## config.mk

```make
export PLATFORM = sky130hd
export DESIGN_NAME = ifetch_queue
export DESIGN_NICKNAME = d
export VERILOG_FILES = /design/src/rtl/ifetch_queue.sv
export SDC_FILE = /design/constraint.sdc
export NUM_CORES = 1
export LEC_CHECK = 0
export CORE_MARGIN = 10
export CORE_UTILIZATION = 29
export CTS_CLUSTER_SIZE = 14
export DETAILED_ROUTE_END_ITERATION = 6
export GPL_ROUTABILITY_DRIVEN = 1
export HOLD_SLACK_MARGIN = 0.05
export MAX_ROUTING_LAYER = met4
export SLEW_MARGIN = 20
export SYNTH_ARGS = -nofsm -noshare
export SYNTH_HDL_FRONTEND = slang
export SYNTH_SLANG_ARGS = --single-unit
```

## constraint.sdc

```tcl
create_clock -name clk -period 2.53 [get_ports clk]
set_input_delay 0.253 -clock clk [delete_from_list [all_inputs] [get_ports clk]]
set_output_delay 0.253 -clock clk [all_outputs]
set_load 0.03 [all_outputs]
```

## src/rtl/ifetch_queue.sv

```systemverilog
// Instruction prefetch queue: issues sequential reads, buffers {instruction, pc} and
// streams them out on an AXI-Stream-like port. Optional counters under IFETCH_PERF_CNT_EN.
module ifetch_queue #(
    parameter int              PC_W     = 16,
    parameter int              INST_W   = 32,
    parameter int              DEPTH    = 4,
    parameter logic [PC_W-1:0] RESET_PC = '0
) (
    input  logic              clk,
    input  logic              rst,
    output logic              imem_en,
    output logic [PC_W-1:0]   imem_addr,
    input  logic [INST_W-1:0] imem_rdata,
    input  logic [PC_W-1:0]   jmp,
    input  logic              jmp_enable,
    output logic              axis_m_data_tvalid,
    input  logic              axis_m_data_tready,
    output logic [INST_W-1:0] axis_m_data_tdata,
    output logic [PC_W-1:0]   pc
`ifdef IFETCH_PERF_CNT_EN
    ,
    output logic [31:0]       perf_fetched,
    output logic [15:0]       perf_flushed
`endif
);

    localparam int            AW      = $clog2(DEPTH);
    localparam logic [AW:0]   DEPTH_L = (AW + 1)'(DEPTH);

    logic [INST_W-1:0] inst_mem [DEPTH];
    logic [PC_W-1:0]   pc_mem   [DEPTH];

    logic [AW-1:0]     rd_ptr_reg;
    logic [AW-1:0]     wr_ptr_reg;
    logic [AW:0]       count_reg;
    logic              pend_reg;
    logic [PC_W-1:0]   pend_addr_reg;
    logic [PC_W-1:0]   fetch_pc_reg;
    logic              run_reg;

    logic              empty;
    logic              pop;
    logic              push;

    assign empty = (count_reg == '0);
    assign pop   = !empty && axis_m_data_tready;
    // Data returning for a read issued before a jump is dropped here.
    assign push  = pend_reg && !jmp_enable;

    // Reserve a slot for every in-flight read so returning data always has room.
    assign imem_en   = run_reg && rst && !jmp_enable &&
                       ((count_reg + (AW + 1)'(pend_reg)) < DEPTH_L);
    assign imem_addr = fetch_pc_reg;

    assign axis_m_data_tvalid = !empty;
    assign axis_m_data_tdata  = empty ? '0 : inst_mem[rd_ptr_reg];
    assign pc                 = empty ? '0 : pc_mem[rd_ptr_reg];

    always_ff @(posedge clk) begin
        if (!rst) begin
            rd_ptr_reg    <= '0;
            wr_ptr_reg    <= '0;
            count_reg     <= '0;
            pend_reg      <= 1'b0;
            pend_addr_reg <= '0;
            fetch_pc_reg  <= RESET_PC;
            run_reg       <= 1'b0;
        end else begin
            run_reg       <= 1'b1;
            pend_reg      <= imem_en;
            pend_addr_reg <= fetch_pc_reg;
            if (jmp_enable) begin
                rd_ptr_reg   <= '0;
                wr_ptr_reg   <= '0;
                count_reg    <= '0;
                fetch_pc_reg <= {jmp[PC_W-1:2], 2'b00};
            end else begin
                if (imem_en) begin
                    fetch_pc_reg <= fetch_pc_reg + PC_W'(4);
                end
                if (pop) begin
                    rd_ptr_reg <= rd_ptr_reg + 1'b1;
                end
                if (push) begin
                    wr_ptr_reg <= wr_ptr_reg + 1'b1;
                end
                count_reg <= count_reg + (AW + 1)'(push) - (AW + 1)'(pop);
            end
        end
    end

    always_ff @(posedge clk) begin
        if (rst && push) begin
            inst_mem[wr_ptr_reg] <= imem_rdata;
            pc_mem[wr_ptr_reg]   <= pend_addr_reg;
        end
    end

`ifdef IFETCH_PERF_CNT_EN
    always_ff @(posedge clk) begin
        if (!rst) begin
            perf_fetched <= '0;
            perf_flushed <= '0;
        end else begin
            if (pop && (perf_fetched != '1)) begin
                perf_fetched <= perf_fetched + 32'd1;
            end
            if (jmp_enable && (perf_flushed != '1)) begin
                perf_flushed <= perf_flushed + 16'd1;
            end
        end
    end
`endif

endmodule

```

### Yosys cells after proc, flatten, opt, wreduce, memory -nomap -nowiden

Memories as Yosys holds them, arrays and structs flattened. A register that Yosys moved wholly into a read port is not among the register bits.
Cells that the tools add are included.

* flip-flop bits (word level): 41
* bits in latches: 0
* bits in writable memories: 192
* bits in read-only memories: 0
* input bits: 52
* output and inout port bits: 66
* word-level logic and storage cells: 40
* memories: 2

Memory list
* inst_mem: words 4, width 32, rd ports 1, clocked after memory_dff 1, wr ports 1, RTL line 30 `logic [INST_W-1:0] inst_mem [DEPTH];`
* pc_mem: words 4, width 16, rd ports 1, clocked after memory_dff 1, wr ports 1, RTL line 31 `logic [PC_W-1:0] pc_mem [DEPTH];`

* add/sub/neg operators: 6
* multipliers: 0
* divide/modulo/power cells: 0
* order comparisons: 1
* eq/ne operators: 0
* shifts and indexed selects: 0
* multiplexer cells: 11
* bitwise logic cells: 1
* reductions and logical operators: 11

Operator list (count)
* $mux W16: 3
* $mux W32: 1
* $add A16 B3 Y16 const B: 1
* $mux W2: 4
* $add A3 B1 Y3: 2
* $logic_and A1 B1 Y1: 6
* $add A2 B1 Y2 const B: 2
* $logic_not A3 Y1: 1
* $lt A3 B3 Y1 const B: 1
* $mux W1: 3
* $sub A3 B1 Y3: 1
* $logic_not A1 Y1: 2
* $reduce_bool A2 Y1: 1
* $reduce_or A2 Y1: 1
* $not A1 Y1: 1

### Depth between registers and ports, before layout

Gate-level depths: netlist of the first run.

* depth after elaboration: 5
* depth in mapped cells: 12
* depth with buffers taken out: 10

### Worst setup path before layout of the first run

OpenSTA, ideal clock, no wires.

* kind: input -> register
* start point: input jmp_enable
* end point: memory inst_mem[0][0] (enable)
* library setup time: 0.408 ns
* data arrival time: 1.849 ns
* required time: 2.122 ns
* slack: 0.272 ns
* stages: 3
* buffers on the path: 1
* cell sequence: clkbuf_1 -> nor2b_1 -> and3_1

* longest elaborated chain between the ends: 5

Ends and longest elaborated chain
* start: declaration: RTL line 15 `input logic jmp_enable,`
* $logic_not A1 Y1: RTL line 48 `assign push = pend_reg && !jmp_enable;`
* $logic_and A1 B1 Y1: RTL line 48
* $logic_and A1 B1 Y1: RTL line 93 `if (rst && push) begin`
* $mux W1: RTL line 93
* $mux W1 (implied by the code): RTL line 94 `inst_mem[wr_ptr_reg] <= imem_rdata;`
* end: declaration: RTL line 30

Every way passes these cells.

==> results of run 1 <==
==> area by class of cell <==
| cell class | instances | share of cell area |
|---|---|---|
| sequential | 223 | 0.5626 |
| multi-input combinational | 223 | 0.1969 |
| timing repair buffer | 130 | 0.1150 |
| clock buffer | 33 | 0.06201 |
| tap | 390 | 0.04350 |
| clock inverter | 12 | 0.01740 |
| inverter | 8 | 0.002677 |
==> worst register-to-register path: stages, from the launching register on <==
cell,delay (ps)
dfxtp_1,310
or3_2,500
and2_1,200
ha_1,290
inv_1,60
ha_1,140
inv_1,50
fa_1,370
xor2_1,180
xnor2_1,130
nor2_1,50
==> timing repair <==
item	CTS	global route
endpoints found under the setup margin	36	21
hold buffers	0	0
gates cloned	0	1
resized for setup	37	3
==> worst max-delay path by stage <==
stage,from,to,slack [ps],cells past startpoint
after CTS,register,pc[8],10,4
after global placement,count_reg[2],count_reg[2],190,10
after detailed placement,count_reg[2],count_reg[2],170,10
after global routing,register,pc[8],-10,4
after floorplan,jmp_enable,inst_mem[0][0],270,3
final,register,pc[2],100,4
==> cell families after synthesis <==
logic type,synth area share
flip-flops,0.7284
other,0.0004332
adder cells (fa/ha/maj),0.01243
buffers and inverters,0.01951
AO/OA/AOI/OAI,0.02775
multiplexers,0.1237
AND/OR/NAND/NOR,0.08065
XOR/XNOR,0.007082
==> cell usage after synthesis, types with 3 or more instances <==
cell type | count | area [µm²]
and3_1 | 5 | 31.28
and2_1 | 63 | 394.1
o21ai_0 | 9 | 45.04
mux4_2 | 46 | 1036
nor2_1 | 10 | 37.54
o311ai_0 | 4 | 35.03
or4_1 | 6 | 45.04
a31oi_1 | 10 | 62.56
dfxtp_1 | 39 | 780.8
ha_1 | 7 | 87.58
clkbuf_1 | 15 | 56.30
nand2_1 | 19 | 71.32
or3_1 | 4 | 25.02
buf_2 | 6 | 30.03
inv_1 | 8 | 30.03
buf_4 | 5 | 37.54
xnor2_1 | 4 | 35.03
xor2_1 | 3 | 26.28
edfxtp_1 | 184 | 5525
nand3_1 | 3 | 15.01
==> per-layer routing <==
metal	wire (µm)	global-route usage	vias to the layer above
met5	0	-	-
met4	333	0.02773	0
met3	1311	0.02403	31
met2	8802	0.1593	154
met1	7876	0.1216	2301
li1	-	-	2131
==> where the power goes <==
part / switching (µW) / internal [µW]
Combinational: 216 / 178
Sequential: 36.6 / 4000
Clock: 1350 / 2440
==> per-stage QoR <==
step | setup slack [ps] | hold slack [ps] | TNS, ps | power [µW]
floorplan | 272.3 | 280.7 | 0 | 4304
global route | -12.39 | 323.3 | -12.39 | 8547
detailed placement | 174.7 | 462.3 | 0 | 4522
finish | 98.70 | 342.7 | 0 | 8227
global placement | 191.0 | 452.2 | 0 | 4511
CTS | 11.79 | 308.9 | 0 | 8344
==> results.py, run 1 <==
metrics = {
    "outcome": {
        "status": "complete, no violations",
    },
    "sta": {
        "period_needed_ps": 2431,
        "drv_slew": 0,
        "fmax_mhz": 411.3,
        "setup_viol": 0,
        "rsz0062_at_grt": "true",
        "hold_viol": 0,
        "fin_crit_sh": 0.9610,
        "finClkSkew_ps": 8.308,
    },
    "detailed_routing": {
        "drc": 0,
        "wl_per_cell_um": 17.98,
        "viasPerCell": 4.531,
        "vias": 4617,
        "routed_wl_um": 18320,
        "drtIter0Drc": 181,
        "drtAntennaViolNets": 0,
        "firstDrtPassIters": 4,
    },
    "global_route": {
        "grt.total_usage": 0.09882,
        "grt_pass1_wl_um": 28030,
        "overflow": 0,
        "grt_pass1_vias": 5128,
        "grt_start_max_net_pins": 49,
        "antenna_found_initial": 0,
    },
    "worst_hold_path": {
        "hp-class": "input port to register",
        "whs_path_depth": 3,
        "hold_start": "jmp[11]",
        "min_to": "imem_addr[11]",
    },
    "worst_setup_path": {
        "r2r_setup_slack_ps": 140,
        "crit_chain": "clkbuf_16 -> mux4_2 -> and2_1 -> dlygate4sd2_1",
        "r2r-end": "count_reg[2]",
        "cp_slowest_stage_delay_ps": 500,
        "slowest_stage": "mux4_2",
        "timing_worst_setup_path_type": "register to output pin",
        "worstPathArrival_ps": 2180,
        "r2r-start": "count_reg[2]",
        "crit_buf_inv": 2,
        "crit_family": "buffers and inverters",
        "cp-end-kind": "output pin",
        "reg2regPathDepth": 10,
        "crit_fanout": 15,
        "cp.required_ps": 2280,
        "worst_setup_path_start_kind": "register",
    },
    "finish": {
        "utilization": 0.3795,
        "regArea_mm2": 0.006311,
        "top_regs": "inst_mem x128, pc_mem x56",
        "fill_cells": 2741,
        "final_cell_mix": "184 x edfxtp_1, 63 x and2_1, 63 x clkdlybuf4s50_1",
        "drive_gt1_frac": 0.2019,
        "final_cells": 1019,
        "stdcell_area_mm2": 0.01122,
        "largest_reg_flops": 128,
        "final_common_cell": "edfxtp_1",
        "syn_to_final_growth_pct": 29.59,
        "multi_input_comb_area_mm2": 0.002208,
        "top_register": "inst_mem",
        "antenna_cells": 0,
        "final_nets": 671,
    },
    "synthesis": {
        "synthFlopType": "edfxtp_1",
        "avgSynthCellArea_um2": 18.07,
        "async_flop_share": 0,
        "ys_ff_latch": 223,
        "yosysWarnings": 0,
        "synth_edf_count": 184,
        "synthCells": 479,
        "syn_area_mm2": 0.008657,
        "yosysSeqAreaShare": 0.7284,
        "yosysUniqueCellTypes": 44,
    },
    "die": {
        "rows": 63,
        "die_x_um": 192.8,
        "die_area_mm2": 0.03716,
        "die_h_um": 192.8,
        "core_area_mm2": 0.02956,
        "initial_core_util": 0.2929,
        "ios": 118,
    },
    "placement": {
        "io_buffers": 111,
        "dp.cells": 973,
        "gp_congestion": 0.7889,
        "place_hpwl_um": 11390,
        "dpl_cell_area_mm2": 0.01032,
    },
    "clock_tree": {
        "htreeDepth": 1,
        "root_buffer": "clkbuf_16",
        "cts_num_sinks": 223,
        "clk_latency_ps": 500,
        "cts_setup_buffers": 0,
        "cts_tree": "yes",
        "clkTransAtPathRegs_ps": 60,
        "clockBufferDepth": 3,
        "cts_buffers": 25,
    },
    "job": {
        "cap_violations": 0,
    },
    "pwr": {
        "p_per_area_mw_per_mm2": 733.4,
        "ir_drop_mv": 0.4090,
        "p_leak_uw": 0.003871,
    },
}
Note: power is estimated with default switching activity, not from simulation.
==> inputs of run 2 (changes only) <==
- ABC_AREA: unset -> 1
==> run 2 against run 1 <==
Effect of this change: clock skew up 2.7 ps; utilization down 0.45 points; maximum frequency up 2.7%; non-clock buffer count up 3; sequential share of layout area down 1.2 points; clock-buffer cell count down 5; cell area up 2.3%; clock power down 12%; first-iteration DRC count up 87%; sequential power about the same; combinational power up 14%; cell count up 33%; critical path type unchanged; critical endpoint is now axis_m_data_tvalid.
==> results.py, run 2 <==
metrics = {
    "placement": {
        "io_buffers": 111,
        "gp_congestion": 0.8391,
        "pre_cts_slack_ps": 329.0,
        "place_hpwl_um": 13310,
    },
    "sta": {
        "fin_crit_sh": 0.9357,
        "setup_viol": 0,
        "period_needed_ps": 2367,
        "finClkSkew_ps": 11.03,
        "rsz0062_at_grt": "false",
        "drv_slew": 0,
        "setup_slack_ps": 162.6,
        "hold_viol": 0,
        "timing.hold.ws_ps": 374.2,
        "fmax_mhz": 422.4,
    },
    "detailed_routing": {
        "drtIter0Drc": 339,
        "drtAntennaViolNets": 0,
        "routed_wl_um": 21340,
        "wl_per_cell_um": 15.71,
        "viasPerCell": 4.481,
        "firstDrtPassIters": 4,
        "vias": 6085,
        "drc": 0,
    },
    "worst_setup_path": {
        "cp.required_ps": 2280,
        "cp_slowest_stage_delay_ps": 590,
        "crit_family": "buffers and inverters",
        "worstPathArrival_ps": 2110,
        "reg2regPathDepth": 9,
        "crit_chain": "nor3_2 -> buf_12 -> inv_1 -> clkdlybuf4s50_1",
        "crit_buf_inv": 3,
        "r2r_setup_slack_ps": 520,
        "worst_setup_path_start_kind": "register",
        "cp-end-kind": "output pin",
        "timing_worst_setup_path_type": "register to output pin",
        "crit_fanout": 47,
        "slowest_stage": "clkdlybuf4s50_1",
        "r2r-end": "count_reg[2]",
        "r2r-start": "count_reg[2]",
    },
    "synthesis": {
        "yosysWarnings": 0,
        "synthCells": 826,
        "avgSynthCellArea_um2": 10.91,
        "synthFlopType": "edfxtp_1",
        "synth.top_cells.by_count": "225 x nor2_1, 184 x edfxtp_1, 97 x o21ai_0",
        "yosysUniqueCellTypes": 32,
        "netlist.area_leader.share": 0.6132,
        "ys_ff_latch": 223,
        "synthTopCellsByArea": "edfxtp_1 61%, nor2_1 9.4%, dfxtp_1 8.7%",
        "synth_edf_count": 184,
        "synth_top_area_cell": "edfxtp_1",
        "async_flop_share": 0,
        "yosysMostFrequentCell": "nor2_1",
        "syn_area_mm2": 0.009010,
        "yosysSeqAreaShare": 0.6999,
    },
    "clock_tree": {
        "cts_setup_buffers": 0,
        "cts_num_sinks": 223,
        "clkTransAtPathRegs_ps": 60,
        "clockBufferDepth": 3,
        "cts_tree": "yes",
        "htreeDepth": 1,
        "clk_latency_ps": 510,
        "hold_buffers": 0,
        "cts_buffers": 24,
        "root_buffer": "clkbuf_16",
    },
    "die": {
        "die_area_mm2": 0.03852,
        "core_area_mm2": 0.03059,
        "ios": 118,
        "rows": 64,
        "die_x_um": 196.3,
        "initial_core_util": 0.2945,
        "die_h_um": 196.3,
    },
    "finish": {
        "final_cell_mix": "221 x nor2_1, 184 x edfxtp_1, 97 x o21ai_0",
        "syn_to_final_growth_pct": 27.33,
        "antenna_cells": 0,
        "final_common_cell": "nor2_1",
        "final_nets": 1004,
        "top_regs": "inst_mem x128, pc_mem x56",
        "utilization": 0.3750,
        "largest_reg_flops": 128,
        "fill_cells": 3017,
        "top_register": "inst_mem",
        "drive_gt1_frac": 0.1258,
    },
    "global_route": {
        "overflow": 0,
        "grt_pass1_vias": 6087,
        "grt_start_max_net_pins": 55,
        "grt_pass1_wl_um": 33330,
        "grt.total_usage": 0.1103,
        "antenna_found_initial": 0,
    },
    "worst_hold_path": {
        "hp-class": "input port to register",
        "hold_start": "imem_rdata[24]",
        "whs_path_depth": 1,
        "min_to": "inst_mem[1][24]",
    },
    "pwr": {
        "p_leak_uw": 0.004201,
        "power.total_uw": 7844,
        "ir_drop_mv": 0.3949,
        "p_per_area_mw_per_mm2": 683.8,
    },
    "job": {
        "cap_violations": 0,
    },
    "outcome": {
        "status": "complete, no violations",
    },
}
## run 2: changes by cell type after synthesis, moves of 5 or more
cell     delta
and3_1      -5
nor2_1    +215
nand2_1    +62
nand3_1    +17
mux4_2     -46
a31oi_1    -10
and2_1     -63
inv_1      +39
buf_1       +6
or4_1       -6
buf_4       +7
o21ai_0    +88
a21oi_1    +53
## run 2: stage by stage
step	TNS (ps)	cell area (µm²)	instances
6_report	0	11470	1358
5_1_grt	0	11470	1358
4_1_cts	0	11460	1358
3_5_place_dp	0	10700	1314
3_3_place_gp	0	10700	1314
2_1_floorplan	-93660	9021	829
## run 2: cell type report
| type | instances | area [µm²] | area share |
|---|---|---|---|
| Multi-Input combinational cell | 512 | 2333 | 0.2034 |
| Inverter | 50 | 191.4 | 0.01669 |
| Timing Repair Buffer | 133 | 1375 | 0.1199 |
| Clock buffer | 28 | 636.9 | 0.05551 |
| Clock inverter | 16 | 126.4 | 0.01102 |
| Tap cell | 396 | 495.5 | 0.04319 |
| Sequential cell | 223 | 6314 | 0.5503 |
## run 2: cell families (layout without fill, tap and decap cells)
logic type | after synthesis | count (layout) | share of synthesized area
compound gates | 157 | 157 | 0.08804
xor+xnor | 4 | 4 | 0.003889
fa+ha+maj | 8 | 8 | 0.01194
buf+inv | 94 | 227 | 0.04666
flops | 223 | 223 | 0.6999
other cells | 1 | 4 | 0.0004162
simple gates | 339 | 339 | 0.1491
## run 2: how the worst max path moves through the flow
stage,depth (start not counted),to,slack [ps],startpoint
floorplan,3,inst_mem[0][0],-510,rst
global placement,10,count_reg[2],350,jmp_enable
detailed placement,10,count_reg[2],330,jmp_enable
CTS,6,axis_m_data_tdata[9],80,register
global route,6,axis_m_data_tdata[23],10,register
finish,4,axis_m_data_tvalid,160,count_reg[2]
## run 2: layer usage
| metal | GRT usage | share of wire | vias up |
|---|---|---|---|
| met3 | 0.02933 | 0.070 | 26 |
| met4 | 0.02376 | 0.013 | 0 |
| met2 | 0.1752 | 0.46 | 165 |
| met5 | - | 0 | - |
| li1 | - | - | 3029 |
| met1 | 0.1385 | 0.46 | 2865 |
## run 2: report_power, final
part | switching, µW | total, µW | internal (µW) | leakage (µW)
combinational | 263 | 451 | 188 | 0.00186
sequential | 42.3 | 4040 | 4000 | 0.00197
clock | 1360 | 3350 | 1990 | 0.000369
## run 2: what timing repair did
item                       4_1_cts  5_1_grt
setup endpoints to repair        8       10
pin swaps                        0        0
resized for setup                1        3
==> RTL edit (config.mk and constraints of run 1) <==
The option `IFETCH_PERF_CNT_EN` is turned on by a define.
--- a/src/rtl/ifetch_queue.sv
+++ b/src/rtl/ifetch_queue.sv
@@ -1,5 +1,7 @@
 // Instruction prefetch queue: issues sequential reads, buffers {instruction, pc} and
 // streams them out on an AXI-Stream-like port. Optional counters under IFETCH_PERF_CNT_EN.
+`define IFETCH_PERF_CNT_EN
+
 module ifetch_queue #(
     parameter int              PC_W     = 16,
     parameter int              INST_W   = 32,
Check against the original RTL (old outputs only; new: perf_fetched and perf_flushed): equivalent (equiv_simple and equiv_induct, registers matched by name and starting in step).
==> RTL edit against run 1 <==
- sequential cell count grew 48
- die area grew 24%
- synthesized cell count increased by 59%
- total power is 16% higher
- non-clock buffer count up 64
- highest routed layer unchanged
- hold slack got worse by 0.038 ns
- wire length rose by 50%
- final area up 29%
- area after synthesis grew 27%
- worst setup slack worse by 0.037 ns
==> RTL edit: results (changes against run 1) <==
| Metric | Value |
|---|---|
| CTS clk-pin slew, worst paths | `0.06 ns (about the same)` |
| Top cells by count, synth | `edfxtp_1, dfxtp_1, nand2_1, nor2b_1, mux4_2` |
| Leak pwr | `4.71 nW (+22%)` |
| Status | `completed` |
| Peak supply drop | `0.000511 V (+25%)` |
| Fmax | `405 MHz (-1.5%)` |
| Root Driver | `clkbuf_16` |
| Worst-Skew Late Latency | `0.54 ns (+0.04 ns)` |
| Antenna violations before repair | `0 (unchanged)` |
| Worst Tran Pin Value | `0.602 ns` |
| Synth warn | `0 (unchanged)` |
| Share of layout cells above drive strength 1 | `18.9% (-1.3 points)` |
| Worst Skew | `0.00891 ns (+0.000604 ns)` |
| CTS H-tree depth | `1 (unchanged)` |
| 1st-iter DRT viols | `436 (+140%)` |
| ANT cells | `0 (unchanged)` |
| Vias in the first global route | `7109 (+39%)` |
| Global-route wire length before repair | `42100 um (+50%)` |
| Final nets | `1021 (+52%)` |
| Distinct cells, synth | `57 (+30%)` |
| Gpl congestion | `0.810 (+2.7%)` |
| Num CTS Buffers | `30 (+20%)` |
| Reg2Reg Depth | `9 (-1)` |
| Placed cells | `1429 (+47%)` |
| Critical-path top delay cell | `mux4_2` |
| Sequential area share after synthesis | `66.1% (-6.7 points)` |
| Hold slack | `0.305 ns (-0.0378 ns)` |
| Top flop regs | `inst_mem x128, pc_mem x56, perf_fetched x32` |
| Async SR Flop Fraction | `0% (unchanged)` |
| Hpwl dp | `17500 um (+53%)` |
| Post-synth EDFFs | `184 (unchanged)` |
| Pre-CTS WS | `0.0776 ns (-0.0971 ns)` |
| Pin count of the biggest net entering global routing | `47 (-4.1%)` |
| Final std cells w/o fill | `1492 (+46%)` |
| Worst Hold Class | `in2reg` |
| Routed len/inst | `18.4 um (+2.4%)` |
| Via density | `4.68 (+3.2%)` |
| Mapped Cells | `764 (+59%)` |
| PortBufs | `159 (+43%)` |
| Post-route ant nets | `0 (unchanged)` |
| DRT Pass-1 Iters | `6 (+2)` |
| GRT Util Overall | `11.8% (+1.9 points)` |
| Crit path max fanout | `14 (-1)` |
| Hold Path Stages | `3 (unchanged)` |
| Flop2flop setup slack | `0.25 ns (+0.11 ns)` |
| Top cells by area, synth | `edfxtp_1, dfxtp_1, mux4_2` |
| CP peak stage delay | `about 0.5 ns` |
| CTS Buffer Depth | `3 (unchanged)` |
| CP Data Arrival Time | `2.22 ns (+0.04 ns)` |
[RTL edit: cell types whose count changed after synthesis, sizes merged, moves of 13 or more]
| cell | change |
|---|---|
| nor2b | +45 |
| or3 | +18 |
| inv | +15 |
| a21oi | +38 |
| nor2 | +22 |
| nand3 | +18 |
| nor3 | +13 |
| nand2 | +31 |
| dfxtp | +48 |
| and2 | -49 |
| o21ai | +19 |
[RTL edit: final cells by class]
| type | instances | area (um^2) |
|---|---|---|
| sequential | 271 | 7270 |
| tap | 511 | 639 |
| clock inverter | 18 | 168 |
| inverter | 24 | 90.1 |
| timing repair buffer | 194 | 2020 |
| fill | 3577 | 23000 |
| multi-input combinational | 438 | 3510 |
| clock buffer | 36 | 795 |
[RTL edit: kinds of logic (layout without fill, tap and decap cells)]
logic type / Yosys count / after routing / share of synthesized area (%)
compound gates: 108 / 108 / 6.42
xor+xnor: 15 / 15 / 1.20
mux: 53 / 53 / 10.1
simple gates: 248 / 248 / 12.7
buf+inv: 58 / 272 / 2.28
flops: 271 / 271 / 66.1
fa+ha+maj: 10 / 10 / 1.21
other cells: 1 / 4 / 0.0341
[RTL edit: worst max-delay path: cells and delay by family (launching register included)]
family	cells	cell delay [ns]
buffers and inverters	2	0.56
multiplexers	1	0.51
flip-flops	1	0.46
AND/OR/NAND/NOR	1	0.14
[RTL edit: final timing paths]
kind | from | endpoint
min reg2reg | pend_addr_reg[2] | pc_mem[0][2]
max reg2reg | count_reg[0] | count_reg[2]
min | jmp[12] | imem_addr[12]
max | flip-flop | axis_m_data_tdata[31]
[RTL edit: metal layers]
| metal | wire (um) | GRT usage, % | vias up |
|---|---|---|---|
| li1 | - | - | 3296 |
| met1 | 13200 | 16.3 | 3423 |
| met2 | 11900 | 16.9 | 236 |
| met3 | 2030 | 3.53 | 24 |
| met4 | 331 | 2.06 | 0 |
| met5 | 0 | - | - |
[RTL edit: stage by stage]
step	setup TNS [ns]	power, mW	instance area (um^2)
floorplan	0	5.13	11000
global placement	0	5.40	13400
detailed placement	0	5.41	13400
CTS	-0.0528	9.67	14400
global route	-0.0452	9.90	14500
finish	0	9.54	14500
[RTL edit: timing repair]
| item | in CTS | in global routing |
|---|---|---|
| gates resized for setup | 104 | 18 |
| buffers inserted | 1 | 5 |
| endpoints found under the setup margin | 47 | 22 |
| pin swaps | 1 | 1 |
| gates cloned | 1 | 2 |
[RTL edit: power by group]
part           internal, mW  total (mW)  leakage (nW)  switching, mW
clock network          2.53        4.22         0.472           1.69
logic                 0.220       0.513          1.87          0.293
registers              4.76        4.80          2.37         0.0423
